File: src/rtl/bullet_controller.sv
// Player bullet engine: launches one bullet on a fire edge, moves it up once per frame,
// retires it on an enemy hit or top-of-screen exit, then holds off for a cooldown.
module bullet_controller #(
    parameter int BULLET_LEN      = 4,
    parameter int BULLET_STEP     = 4,
    parameter int PLAYER_Y        = 440,
    parameter int MUZZLE_OFS      = 8,
    parameter int COOLDOWN_FRAMES = 8
) (
    input  logic       Clk,
    input  logic       Reset,
    input  logic       frame_clk,
    input  logic       fire,
    input  logic [9:0] playerX,
    input  logic [9:0] DrawX,
    input  logic [9:0] DrawY,
    input  logic       hit,
    output logic       bullet_active,
    output logic [9:0] bulletX,
    output logic [9:0] bulletY,
    output logic       bullet_on,
    output logic       enemy_kill
);

    localparam int CW = $clog2(COOLDOWN_FRAMES + 1);
    localparam logic [9:0]    STEP_V  = 10'(BULLET_STEP);
    localparam logic [9:0]    SPAWN_Y = 10'(PLAYER_Y - BULLET_LEN);
    localparam logic [9:0]    MUZZLE  = 10'(MUZZLE_OFS);
    localparam logic [10:0]   LEN_V   = 11'(BULLET_LEN);
    localparam logic [CW-1:0] COOL_V  = CW'(COOLDOWN_FRAMES);

    typedef enum logic [1:0] {
        ST_IDLE     = 2'd0,
        ST_FLYING   = 2'd1,
        ST_COOLDOWN = 2'd2
    } state_e;

    state_e        state_q, state_d;
    logic [9:0]    bullet_x_q, bullet_x_d;
    logic [9:0]    bullet_y_q, bullet_y_d;
    logic [CW-1:0] cool_cnt_q, cool_cnt_d;
    logic          fire_pend_q, fire_pend_d;
    logic          fire_prev_q, fire_prev_d;
    logic          frame_sync1_q, frame_sync1_d;
    logic          frame_sync2_q, frame_sync2_d;
    logic          frame_prev_q, frame_prev_d;
    logic          enemy_kill_q, enemy_kill_d;
    logic          frame_tick;
    logic          fire_rise;
    logic [10:0]   y_ext;
    logic [10:0]   y_end;

    assign frame_tick = frame_sync2_q & ~frame_prev_q;
    assign fire_rise  = fire & ~fire_prev_q;

    // Next-state, coordinate and cooldown logic
    always_comb begin
        state_d       = state_q;
        bullet_x_d    = bullet_x_q;
        bullet_y_d    = bullet_y_q;
        cool_cnt_d    = cool_cnt_q;
        enemy_kill_d  = 1'b0;
        fire_prev_d   = fire;
        frame_sync1_d = frame_clk;
        frame_sync2_d = frame_sync1_q;
        frame_prev_d  = frame_sync2_q;

        // Edges outside IDLE are dropped so a held key never auto-fires
        if ((state_q == ST_IDLE) && fire_rise) begin
            fire_pend_d = 1'b1;
        end else begin
            fire_pend_d = fire_pend_q;
        end

        case (state_q)
            ST_IDLE: begin
                if (frame_tick && fire_pend_q) begin
                    bullet_x_d  = playerX + MUZZLE;
                    bullet_y_d  = SPAWN_Y;
                    fire_pend_d = 1'b0;
                    state_d     = ST_FLYING;
                end else begin
                    state_d = ST_IDLE;
                end
            end
            ST_FLYING: begin
                if (hit) begin
                    enemy_kill_d = 1'b1;
                    cool_cnt_d   = COOL_V;
                    state_d      = ST_COOLDOWN;
                end else if (frame_tick) begin
                    if (bullet_y_q < STEP_V) begin
                        cool_cnt_d = COOL_V;
                        state_d    = ST_COOLDOWN;
                    end else begin
                        bullet_y_d = bullet_y_q - STEP_V;
                    end
                end else begin
                    state_d = ST_FLYING;
                end
            end
            ST_COOLDOWN: begin
                if (frame_tick) begin
                    cool_cnt_d = cool_cnt_q - CW'(1);
                    if (cool_cnt_q <= CW'(1)) begin
                        state_d = ST_IDLE;
                    end else begin
                        state_d = ST_COOLDOWN;
                    end
                end else begin
                    state_d = ST_COOLDOWN;
                end
            end
            default: begin
                state_d = ST_IDLE;
            end
        endcase
    end

    // State and pipeline registers
    always_ff @(posedge Clk or posedge Reset) begin
        if (Reset) begin
            state_q       <= ST_IDLE;
            bullet_x_q    <= 10'd0;
            bullet_y_q    <= 10'd0;
            cool_cnt_q    <= '0;
            fire_pend_q   <= 1'b0;
            fire_prev_q   <= 1'b0;
            frame_sync1_q <= 1'b0;
            frame_sync2_q <= 1'b0;
            frame_prev_q  <= 1'b0;
            enemy_kill_q  <= 1'b0;
        end else begin
            state_q       <= state_d;
            bullet_x_q    <= bullet_x_d;
            bullet_y_q    <= bullet_y_d;
            cool_cnt_q    <= cool_cnt_d;
            fire_pend_q   <= fire_pend_d;
            fire_prev_q   <= fire_prev_d;
            frame_sync1_q <= frame_sync1_d;
            frame_sync2_q <= frame_sync2_d;
            frame_prev_q  <= frame_prev_d;
            enemy_kill_q  <= enemy_kill_d;
        end
    end

    // Window end held at 11 bits so rows near 1023 do not wrap
    assign y_ext = {1'b0, bullet_y_q};
    assign y_end = y_ext + LEN_V;

    assign bullet_active = (state_q == ST_FLYING);
    assign bulletX       = bullet_x_q;
    assign bulletY       = bullet_y_q;
    assign enemy_kill    = enemy_kill_q;
    assign bullet_on     = bullet_active && (DrawX == bullet_x_q) &&
                           ({1'b0, DrawY} >= y_ext) && ({1'b0, DrawY} < y_end);

endmodule

File: config.mk
export PLATFORM = sky130hd
export DESIGN_NAME = bullet_controller
export DESIGN_NICKNAME = d
export VERILOG_FILES = /design/src/rtl/bullet_controller.sv
export SDC_FILE = /design/constraint.sdc
export NUM_CORES = 1
export LEC_CHECK = 0
export CAP_MARGIN = 30
export CORE_MARGIN = 2
export CORE_UTILIZATION = 30
export CTS_BUF_LIST = sky130_fd_sc_hd__clkbuf_4
export DETAILED_ROUTE_END_ITERATION = 16
export GPL_TIMING_DRIVEN = 0
export SLEW_MARGIN = 20
export SYNTH_ARGS = -nofsm -noshare
export SYNTH_HDL_FRONTEND = slang
export SYNTH_SLANG_ARGS = --single-unit
File: constraint.sdc
create_clock -name Clk -period 4.99 [get_ports Clk]
set_input_delay 0.998 -clock Clk [delete_from_list [all_inputs] [get_ports Clk]]
set_output_delay 0.998 -clock Clk [all_outputs]
set_load 0.02 [all_outputs]
==> run metrics, run 1 <==
maximum VDD drop 201.3 uV; Post-Synth XOR/XNOR Area 0.1001; worst r2r dst bulletY[8]$_DFFE_PP0P_; most common cell in the netlist dfrtp_1; CTS clock-pin slew for the worst setup and hold paths 0.09 ns; Synth area leader dfrtp_1; r2r setup slk 2.89 ns; Req. time, crit path 3.99 ns; GPL Wtd Cong 0.8504; Layout area overhead 34.02%; Die Y 85.89 um; post-synth top area share 0.3731; number of synthesized flops with an enable pin 0; CTS tree done; Yosys reg bits 30; Worst Hold Class reg -> reg; CORE AREA 6422 sq um; status finished clean; total grt overflow 0; Slew headroom 0.5844; cell row count 29; worst path arrival time 3.32 ns; Slew Viols, Final 0; CTS HTree Levels 2; synth cell count leaders dfrtp_1, nand2_1, ha_1; num ports 58; fmax 0.2314 GHz; post-cts repair resize count 0; total negative slack 0 ns; initial antenna violation count 0; first-pass GRT wire length 7486 um; final WL 4370 um; Post-synth top flop dfrtp_1; Synth area leaders dfrtp_1, ha_1, xor2_1; sequential area share after synthesis 0.3731; asr flop ratio synth 1.000; GRT Total Usage 0.1281; post-synthesis compound-gate area fraction 0.1443; DR vias 1685; leakage power 1.184 nW; critical path cell sequence clkdlybuf4s50_1, ha_1, a21o_1, a31oi_1, o21ai_0, a21o_1, a221oi_1, clkdlybuf4s50_1; max-cap violations 0; Crit Path Category in -> out; mux share of post-synthesis cell area 0.01057; DRC 0; First DRT Iteration DRCs 59; RSZ-0062 raised after global routing false; crit-path leading delay family buffers and inverters; Syn. warnings 0; Fin. Hold Viols 0; share of cells above drive strength 1 0.07581; WHS Endpoint frame_prev_d$_DFF_PP0_; crit-path max FO 2; fin util 0.4198; post-synthesis adder-cell area fraction 0.1306; pwr/cell area 360.2 nW/um^2; largest family of logic cells by synthesized area simple AND/OR/NAND/NOR gates; clk buf depth 2; hold path depth 0; Final ANT Viol Nets 0; Startpoint Class primary input; simple-gate share of the synthesized area 0.1859; # port buffers 53; DRT Pass-1 Iters 6; clock latency on the worst-skew pair 0.33 ns; total power 0.9712 mW; TritonCTS Buffers 5; crit-path max cell delay 0.65 ns; final setup fails 0; largest net degree at the start of global routing 31; Setup Skew 0.009950 ns; critical path's slowest cell clkdlybuf4s50_1; HPWL after DPL 3531 um; worst-case reg-to-reg path depth 6; vias in the first global route 1660; clock sink count 30; Die X 85.89 um; buffer and inverter count on the worst path 2; syn_area_per_cell 9.358 sq um; Netlist cell types 43; Worst Setup End Kind primary output; wire per inst 12.34 um; Root Driver clkbuf_4; min Tclk post-route 4.322 ns; cts hold-fix bufs 0; initial core utilization 0.3133; R2R Path Start bulletY[6]$_DFFE_PP0P_; # diodes 0; Final #Nets 332; vias per cell 4.760; hold wc startpoint frame_sync1_q$_DFF_PP0_; Final period util 0.8661; Cell Area, Synth 2012 sq um; worst slew pin tran 0.6225 ns; post-CTS setup buffers 0; die area 7377 sq um; post-synthesis cell count 215
[worst max path at each step]
stage,from,to,slack (ns),depth (start not counted)
detailed placement,DrawY[4],bullet_on,0.63,8
global route,bulletY[4]$_DFFE_PP0P_,bullet_on,0.42,12
floorplan,bulletY[3]$_DFFE_PP0P_,bullet_on,1.46,10
global placement,DrawY[4],bullet_on,0.62,8
CTS,DrawY[4],bullet_on,0.63,8
finish,DrawY[4],bullet_on,0.67,8
[flip-flops by register name (all words and copies together), names as in the netlist, 2 cells and up]
register / count
cool_cnt_q: 4
bulletY: 8
state_q: 2
bulletX: 10
[area by class of cell]
class	count	area, sq um
buffer	8	51.30
clock buffer	6	45.04
clock inverter	2	8.758
fill	637	3726
inverter	15	56.30
multi-input combinational	163	1157
sequential	30	750.7
tap	77	96.34
timing repair buffer	53	530.5
[layer usage]
metal  GRT usage  routed length, um  share of wire  up-vias
li1            -                  -              -      880
met1      0.1727               2075           0.47      757
met4     0.03463                 18         0.0041        0
met3     0.04524                283          0.065        2
met2      0.1952               1993           0.46       46
met5           0                  0              0        -
[cells in the final DEF, fill, tap and decap left out, types with 2 or more instances in the layout]
| cell | instances |
|---|---|
| a21o_1 | 3 |
| a21oi_1 | 6 |
| a31oi_1 | 2 |
| and3_1 | 4 |
| buf_2 | 2 |
| buf_4 | 3 |
| clkbuf_1 | 2 |
| clkbuf_4 | 6 |
| clkdlybuf4s50_1 | 53 |
| conb_1 | 2 |
| dfrtp_1 | 30 |
| ha_1 | 21 |
| inv_1 | 14 |
| nand2_1 | 24 |
| nand2b_1 | 5 |
| nand3_1 | 11 |
| nor2_1 | 10 |
| nor2b_1 | 2 |
| nor3_1 | 6 |
| nor4_1 | 3 |
| o21a_1 | 2 |
| o21ai_0 | 12 |
| o21ai_1 | 2 |
| o31ai_1 | 5 |
| or4_1 | 3 |
| xnor2_1 | 11 |
| xor2_1 | 12 |
[through the flow]
stage	hold slack [ns]	instances	area [sq um]	worst slack [ns]
2_1_floorplan	0.3312	216	2016	1.459
3_3_place_gp	0.3339	346	2643	0.6199
3_5_place_dp	0.3424	346	2643	0.6263
4_1_cts	0.3650	354	2696	0.6257
5_1_grt	0.3708	354	2696	0.4194
6_report	0.3611	354	2696	0.6682
[worst reg2reg max path: cells and delay by family (launching register included)]
kind,cells,cell delay (ns)
buf+inv,1,0.17
simple gates,3,0.75
compound gates,2,0.64
flops,1,0.39
[cell families after synthesis]
family,after synthesis
adders and majority gates,21
AOI/OAI and AO/OA,41
DFF,30
other,1
buffers and inverters,23
xor gates and xnor gates,23
muxes,2
and+or+nand+nor,74
[where the power goes]
part / leakage (nW) / internal (mW) / switching, mW / total, mW
Combinational: 0.796 / 0.213 / 0.231 / 0.444
Clock: 0.0331 / 0.0583 / 0.0823 / 0.141
Sequential: 0.355 / 0.315 / 0.0714 / 0.386
Total: 1.18 / 0.586 / 0.385 / 0.971
Power figures use the tool's default switching activity.
==> inputs of run 2 (changes only) <==
==> constraint.sdc (replaced) <==
create_clock -name Clk -period 3.6 [get_ports Clk]
set_input_delay 0.72 -clock Clk [delete_from_list [all_inputs] [get_ports Clk]]
set_output_delay 0.72 -clock Clk [all_outputs]
set_load 0.02 [all_outputs]
==> run metrics, run 2 (synthesized netlist as in run 1, its figures left out) <==
Die X 85.89 um (unchanged); Area after DPL 2643 sq um (unchanged); commonest non-fill, non-tap cell in the layout clkdlybuf4s50_1 (unchanged); First DRT Iteration DRCs 70 (was 59); worst path arrival time 2.66 ns (was 3.32 ns); cell row count 29 (unchanged); switching portion of total power 0.3980 (was 0.3966); first-pass GRT wire length 7472 um (was 7486 um); final setup fails 0 (unchanged); total grt overflow 0 (unchanged); crit-path max FO 4 (was 2); clock sink count 30 (unchanged); post-route non-filler standard cell count 358 (was 354); vias per cell 4.765 (was 4.760); Die Y 85.89 um (unchanged); fmax 0.2958 GHz; cell-internal power 0.8228 mW (was 0.5860 mW); switching pwr 0.5439 mW (was 0.3852 mW); Largest register FFs 10 (unchanged); CTS HTree Levels 2 (unchanged); Final ANT Viol Nets 0 (unchanged); filler instances 630 (was 637); wire per inst 12.46 um (was 12.34 um); CTS clock-pin slew for the worst setup and hold paths 0.09 ns (about the same); Crit Path Category reg -> out (was in -> out); Final Cell Area 2765 sq um (was 2696 sq um); vias in the first global route 1658 (was 1660); share of cells above drive strength 1 0.1174 (was 0.07581); max-cap violations 0 (unchanged); DRT Pass-1 Iters 6 (unchanged); CTS tree done (unchanged); most frequent cells in the layout clkdlybuf4s50_1, dfrtp_1, nand2_1 (unchanged); Comb power frac 0.466 (was 0.458); Final #Nets 336 (was 332); num ports 58 (unchanged); Slew headroom 0.5839 (was 0.5844); Setup Skew 0.01077 ns (was 0.009950 ns); # port buffers 53 (unchanged); min Tclk post-route 3.381 ns; # diodes 0 (unchanged); Req. time, crit path 2.88 ns (was 3.99 ns); Startpoint Class register (was primary input); Seq pwr share 0.390 (was 0.398); Clk pwr share 0.144 (was 0.145); initial antenna violation count 0 (unchanged); worst slew pin tran 0.6233 ns (was 0.6225 ns); maximum VDD drop 279.8 uV (was 201.3 uV); Slew Viols, Final 0 (unchanged); cts hold-fix bufs 0 (unchanged); placed insts 346 (unchanged); Fin. Hold Viols 0 (unchanged); Worst Hold Class reg -> reg (unchanged); HPWL after DPL 3531 um (unchanged); pwr/cell area 494.3 nW/um^2 (was 360.2 nW/um^2); Layout area overhead 37.44% (was 34.02%); CORE AREA 6422 sq um (unchanged); status finished clean (unchanged); clk buf depth 2 (unchanged); RSZ-0062 raised after global routing false (unchanged); Final period util 0.9392; clock latency on the worst-skew pair 0.33 ns (about the same); GPL Wtd Cong 0.8504 (unchanged); final WL 4462 um (was 4370 um); die area 7377 sq um (unchanged); initial core utilization 0.3133 (unchanged); DR vias 1706 (was 1685); leakage power 1.211 nW (was 1.184 nW); Worst Setup End Kind primary output (unchanged); DRC 0 (unchanged); TritonCTS Buffers 5 (unchanged); largest net degree at the start of global routing 31 (unchanged); GRT Total Usage 0.1279 (was 0.1281); Root Driver clkbuf_4 (unchanged)
-- run 2: cell count changes in the layout (fill, tap and decap cells not counted), sizes merged --
cell           change
buf                +5
clkdlybuf4s50      -1
-- run 2: through the flow --
step	util	power [mW]	hold slack (ns)	worst slack (ns)	TNS, ns
after floorplan	-	0.9008	0.3312	0.3470	0
after global placement	0.4115	1.154	0.3339	-0.2141	-0.2141
after detailed placement	0.4115	1.165	0.3424	-0.2077	-0.2077
after CTS	0.4212	1.375	0.3650	0.07556	0
after global routing	0.4305	1.477	0.3708	0.01494	0
final	0.4305	1.367	0.3613	0.2189	0
-- run 2: area by class of cell --
| cell class | instances | area, sq um | share of cell area |
|---|---|---|---|
| Buffer | 8 | 51.30 | 0.01855 |
| Clock buffer | 6 | 45.04 | 0.01629 |
| Clock inverter | 2 | 8.758 | 0.003167 |
| Inverter | 15 | 56.30 | 0.02036 |
| Multi-Input combinational cell | 163 | 1200 | 0.4339 |
| Sequential cell | 30 | 752.0 | 0.2719 |
| Tap cell | 77 | 96.34 | 0.03484 |
| Timing Repair Buffer | 57 | 555.5 | 0.2009 |
-- run 2: final timing paths --
kind | from | endpoint | slack [ns] | cells past startpoint
min | frame_sync1_q$_DFF_PP0_ | frame_prev_d$_DFF_PP0_ | 0.36 | 0
max reg2reg | bulletY[6]$_DFFE_PP0P_ | bulletY[8]$_DFFE_PP0P_ | 1.49 | 6
max in group asynchronous | Reset | bulletY[4]$_DFFE_PP0P_ | 2.37 | 2
min reg2reg | frame_sync1_q$_DFF_PP0_ | frame_prev_d$_DFF_PP0_ | 0.36 | 0
max | bulletY[2]$_DFFE_PP0P_ | bullet_on | 0.22 | 11
min in group asynchronous | Reset | frame_sync1_q$_DFF_PP0_ | 0.78 | 2
-- run 2: power groups by stage --
stage	clock network [mW]	registers [mW]	logic [mW]
finish	0.197	0.533	0.637
global route	0.221	0.551	0.706
CTS	0.204	0.537	0.635
detailed placement	0	0.537	0.628
global placement	0	0.540	0.614
floorplan	0	0.597	0.304
-- run 2: worst max-delay path, cell delays in order (launching register included) --
cell and delay [ns]:
dfrtp_1 0.41, ha_2 0.21, and3_4 0.20, nand3_1 0.12, xnor2_2 0.19, ha_4 0.23, a21oi_2 0.11, o21a_1 0.12
o21ai_0 0.07, a21o_1 0.19, a221oi_1 0.28, buf_2 0.21
-- run 2: routing by layer --
metal  part of all wire  GRT usage
met1               0.48     0.1721
met2               0.45     0.1952
met3              0.067    0.04524
met4             0.0087    0.03463
met5                  0          0
-- run 2: repair_timing --
item,4_1_cts,5_1_grt
resized for setup,7,6
buffers inserted,1,3
pin swaps,0,0
setup endpoints to repair,1,1
==> inputs of run 3 (changes only) <==
--- a/config.mk
+++ b/config.mk
@@ -9,6 +9,7 @@
 export CORE_MARGIN = 2
 export CORE_UTILIZATION = 30
 export CTS_BUF_LIST = sky130_fd_sc_hd__clkbuf_4
+export CTS_CLUSTER_SIZE = 14
 export DETAILED_ROUTE_END_ITERATION = 16
 export GPL_TIMING_DRIVEN = 0
 export SLEW_MARGIN = 20
==> results of run 3 <==
The final DEF is identical to that of run 2; final timing and power are the same.
==> patch 1, RTL diff (settings of run 3) <==
Make the reset (`Reset`) synchronous in one clocked block.
--- a/src/rtl/bullet_controller.sv
+++ b/src/rtl/bullet_controller.sv
@@ -118,7 +118,7 @@
     end
 
     // State and pipeline registers
-    always_ff @(posedge Clk or posedge Reset) begin
+    always_ff @(posedge Clk) begin
         if (Reset) begin
             state_q       <= ST_IDLE;
             bullet_x_q    <= 10'd0;
Formal check against the unedited RTL: differs if Reset is asserted again (counterexample within 4 cycles, from zero or initial values and one cycle with Reset high); with Reset held inactive, the same outputs for 10 cycles.
==> patch 1 against run 3 <==
Worst setup slack improved by 0.030 ns. Critical path type unchanged. Fmax rose by 0.88%. Synthesized area fell by 2.0%. Cell area fell by 4.3%. Non-clock buffer count fell by 4. Routed wire length rose by 7.7%. Sequential cell count did not move.
Power is not compared: it rests on default switching activity, and its combinational part moved more than twofold at a synthesized area within 25%.
==> patch 1: results <==
[status]
result_of_the_run = finished, final reports clean

[worst_setup_path]
regToRegEndpoint = cool_cnt_q[3]
reg2reg_slack_ns = 1.66
path_max_fanout = 9
setup.worst_path.start = bulletY[4]
critPathLaunchType = flop
rr_startpoint = bulletY[2]
crit_arrival_ns = 2.63
worst_r2r_path_depth = 6

[clock_network]
clk_transition_reported_paths_ns = 0.09
cts.htree.levels = 2
clock_tree_root_buffer_cell = sky130_fd_sc_hd__clkbuf_4
cts_buffer_count = 5
clockBufferDepth = 2
insertion_delay_ns = 0.33

[cells_and_area]
share_of_final_layout_standard_cells_stronger_than_drive_strength_1 = 0.0772
finish.net_count = 341
largest_register_ff_count = 10
antenna_cells = 0
final_layout_fill_cell_count = 668

[placement]
pre_cts_slack_ns = -0.000612
gpl.final_weighted_congestion = 0.821
place_hpwl_mm = 3.74
buffer_ports.inserted = 52

[grt]
vias_in_the_first_global_route = 1697
use_met1 = 0.169
grt_antenna_before_repair = 0
grt_pass1_wl_mm = 7.84
grt_max_degree = 11
grt_util_met3 = 0.0360
gr-usage-met2 = 0.227
globalRouteTotalUtil = 0.135

[synthesis]
synth-seq-area-share = 0.305
yosys_most_used_dff = sky130_fd_sc_hd__dfxtp_1
synth.distinct_cells = 43
post_synth_most_frequent_cells = 30 x sky130_fd_sc_hd__dfxtp_1, 21 x sky130_fd_sc_hd__ha_1, 21 x sky130_fd_sc_hd__nor2_1
synth_area_leaders = sky130_fd_sc_hd__dfxtp_1 30%, sky130_fd_sc_hd__ha_1 13%, sky130_fd_sc_hd__xnor2_1 6.2%, sky130_fd_sc_hd__a211oi_1 4.2%, sky130_fd_sc_hd__nor2_1 4.0%
synth.yosys.warnings = 0
postSynth.asyncResetShare = 0

[hold_path]
worst_hold_path.num_cells = 1
timing.hold.worst.class = flop to flop
worstHoldStart = frame_sync1_q
worst_hold_path.endpoint = frame_prev_d

[sta]
max_slew.worst_pin.slew_ns = 0.542
finalClockSkew_ns = 0.00454

[detailed_routing]
initial_drc_count = 91
drt_pass1_iterations = 4
vias = 1792
routedWlPerCell_um = 13.3

[power_and_ir_drop]
ir_worst_vdd_mv = 0.159
total_leakage_power_nw = 0.983
[patch 1: cell types whose count changed in the layout (fill, tap and decap cells not counted), sizes merged, moves of 7 or more]
cell,run 3,this run
dfrtp,30,0
a211oi,1,12
nor2,10,21
buf,11,4
nand2,24,12
o21ai,15,6
dfxtp,0,30
[patch 1: area by class of cell]
cell class / instances / area (um2) / share of cell area
Clock buffer: 7 / 52.6 / 0.0199
Buffer: 9 / 50.0 / 0.0189
Timing Repair Buffer: 52 / 519 / 0.196
Multi-Input combinational cell: 172 / 1260 / 0.478
Tap cell: 77 / 96.3 / 0.0364
Inverter: 15 / 56.3 / 0.0213
Sequential cell: 30 / 606 / 0.229
[patch 1: worst max-delay path, cell delays in order, from the launching register on]
cell and delay (ns):
sky130_fd_sc_hd__dfxtp_1 0.33, sky130_fd_sc_hd__buf_2 0.21, sky130_fd_sc_hd__and4_1 0.24, sky130_fd_sc_hd__nand2_1 0.07, sky130_fd_sc_hd__xnor2_1 0.19, sky130_fd_sc_hd__ha_1 0.28, sky130_fd_sc_hd__a21o_1 0.16, sky130_fd_sc_hd__a21oi_1 0.13
sky130_fd_sc_hd__o2111ai_1 0.11, sky130_fd_sc_hd__a221oi_1 0.22, sky130_fd_sc_hd__dlygate4sd1_1 0.36
[patch 1: cells by family (layout without fill, tap and decap cells)]
group           count (synthesis)  in the layout  share of synthesized area
flops                          30             30                      0.305
buf+inv                        25             83                     0.0558
xor+xnor                       23             23                      0.102
fa+ha+maj                      21             21                      0.133
simple gates                   76             76                      0.219
other cells                     1              2                    0.00190
compound gates                 50             50                      0.183
[patch 1: worst max-delay path by stage]
stage                     end  slack [ns]
detailed placement  bullet_on     -0.0006
global route        bullet_on       0.006
finish              bullet_on        0.25
CTS                 bullet_on        0.22
global placement    bullet_on       -0.03
floorplan           bullet_on        0.52
[patch 1: routing by layer]
| metal | vias to the layer above | routed length, um | part of all wire |
|---|---|---|---|
| li1 | 921 | - | - |
| met1 | 826 | 2240 | 0.47 |
| met2 | 39 | 2240 | 0.47 |
| met3 | 6 | 270 | 0.056 |
| met4 | 0 | 57 | 0.012 |
| met5 | - | 0 | 0 |
[patch 1: through the flow]
step	utilization	total power, mW	hold WS [ns]	cell area, um2	std cells
global placement	0.408	0.479	0.418	2590	356
detailed placement	0.408	0.481	0.425	2590	356
global route	0.417	0.709	0.452	2650	362
floorplan	-	0.418	0.414	1980	227
CTS	0.417	0.681	0.448	2650	362
finish	0.417	0.671	0.444	2650	362
[patch 1: timing repair]
action | 4_1_cts | 5_1_grt
gates resized for setup | 5 | 2
buffers inserted | 0 | 0
setup endpoints to repair | 1 | 1
[patch 1: where the power goes]
group          switching, mW  internal (mW)
clock                  0.110         0.0886
sequential           0.00754          0.339
combinational         0.0568         0.0689
==> patch 2, RTL diff (config.mk and constraints of run 3) <==
Without the edit above. The parameter `COOLDOWN_FRAMES` goes from 8 to 16.
--- a/src/rtl/bullet_controller.sv
+++ b/src/rtl/bullet_controller.sv
@@ -5,7 +5,7 @@
     parameter int BULLET_STEP     = 4,
     parameter int PLAYER_Y        = 440,
     parameter int MUZZLE_OFS      = 8,
-    parameter int COOLDOWN_FRAMES = 8
+    parameter int COOLDOWN_FRAMES = 16
 ) (
     input  logic       Clk,
     input  logic       Reset,
Check against the original RTL: no difference found for any inputs over 10 cycles, from zero or initial values and one cycle with Reset high; that may be too few to reach the edited logic, so the function may still have changed.
==> patch 2 against run 3 <==
Sequential cell count is 1 higher. Cell area rose by 4.4%. Global-route usage grew 0.47 points. Routed wire length increased by 6.6%. Synthesized area increased by 5.4%. Power grew 16%. Die area up 5.2%. Worst setup slack got worse by 0.017 ns. Critical path type unchanged. Critical endpoint unchanged.
==> patch 2: results <==
[worst_setup_path]
path_max_fanout = 4
reg2reg_slack_ns = 1.65
rr_startpoint = bulletY[2]
regToRegEndpoint = cool_cnt_q[3]
crit_arrival_ns = 2.68
setup.worst_path.start = bulletY[3]

[placement]
gpl.final_weighted_congestion = 0.794
place_hpwl_mm = 3.66

[synthesis]
fraction_of_the_mapped_netlist_area_in_compound_gates = 0.147
synth_area_leaders = sky130_fd_sc_hd__dfrtp_1 37%, sky130_fd_sc_hd__ha_1 12%, sky130_fd_sc_hd__nand2_1 5.0%, sky130_fd_sc_hd__xnor2_1 5.0%, sky130_fd_sc_hd__xor2_1 5.0%
synth_fa_ha_area_frac = 0.124
post_synth_xor_area_fraction = 0.0991
synth-seq-area-share = 0.366
post_synth_most_frequent_cells = 31 x sky130_fd_sc_hd__dfrtp_1, 28 x sky130_fd_sc_hd__nand2_1, 21 x sky130_fd_sc_hd__ha_1
synth.distinct_cells = 48
yosys-mux-area-fraction = 0.00472

[grt]
grt_pass1_wl_mm = 7.94
vias_in_the_first_global_route = 1681
grt_max_degree = 32

[cells_and_area]
finish.net_count = 348
share_of_final_layout_standard_cells_stronger_than_drive_strength_1 = 0.133
final_layout_fill_cell_count = 706

[detailed_routing]
drt-total-wl_mm = 4.76
vias = 1793
routedLengthMet1_mm = 2.38
initial_drc_count = 73
met2RoutedLength_mm = 2.07

[clock_network]
insertion_delay_ns = 0.35
clk_transition_reported_paths_ns = 0.11

[power_and_ir_drop]
ir_worst_vdd_mv = 0.223
total_leakage_power_nw = 1.28

[status]
result_of_the_run = finished, final reports clean

[sta]
finalClockSkew_ns = 0.0143
==> patch 2: logic make-up (layout without fill, tap and decap cells) <==
family | after synthesis | after routing
multiplexers | 1 | 1
adder cells (fa/ha/maj) | 21 | 21
buffers and inverters | 21 | 87
flip-flops | 31 | 31
XOR/XNOR | 24 | 24
AO/OA/AOI/OAI | 45 | 45
other | 1 | 2
AND/OR/NAND/NOR | 82 | 82
==> patch 2: report_power, final <==
group	internal (mW)	switching [mW]
Combinational	0.389	0.404
Clock	0.0715	0.133
Sequential	0.462	0.120
==> patch 2: timing repair <==
item                                    4_1_cts  5_1_grt
gates resized for setup                       8        7
setup buffers                                 1        4
endpoints found under the setup margin        1        1
pin swaps                                     0        6
==> patch 2: final cells by class <==
type,count,share of cell area
clock buffer,5,0.0130
multi-input combinational,175,0.434
clock inverter,3,0.00520
buffer,7,0.0230
sequential,31,0.269
inverter,14,0.0182
timing repair buffer,58,0.196
tap,96,0.0416
==> patch 2: worst max-delay path by stage <==
stage / end / slack, ns / cells after the start
after floorplan: bullet_on / 0.32 / 10
after global placement: bullet_on / -0.23 / 8
after detailed placement: bullet_on / -0.20 / 8
after CTS: bullet_on / 0.01 / 11
after global routing: bullet_on / 0.03 / 11
final: bullet_on / 0.20 / 11
==> patch 2: metal layers <==
layer,global-route usage,vias to the layer above
met4,0.0537,0
met2,0.207,51
met1,0.181,824
met5,0,-
li1,-,911
met3,0.0254,7
==> patch 2: metrics by stage <==
step	total power, mW	instance area (um2)	hold WS (ns)	cells	setup WS (ns)
finish	1.58	2890	0.358	389	0.202
global route	1.71	2890	0.363	389	0.0301
CTS	1.58	2830	0.361	385	0.0120
detailed placement	1.36	2780	0.335	376	-0.199
global placement	1.35	2780	0.333	376	-0.225
floorplan	1.05	2120	0.331	227	0.322
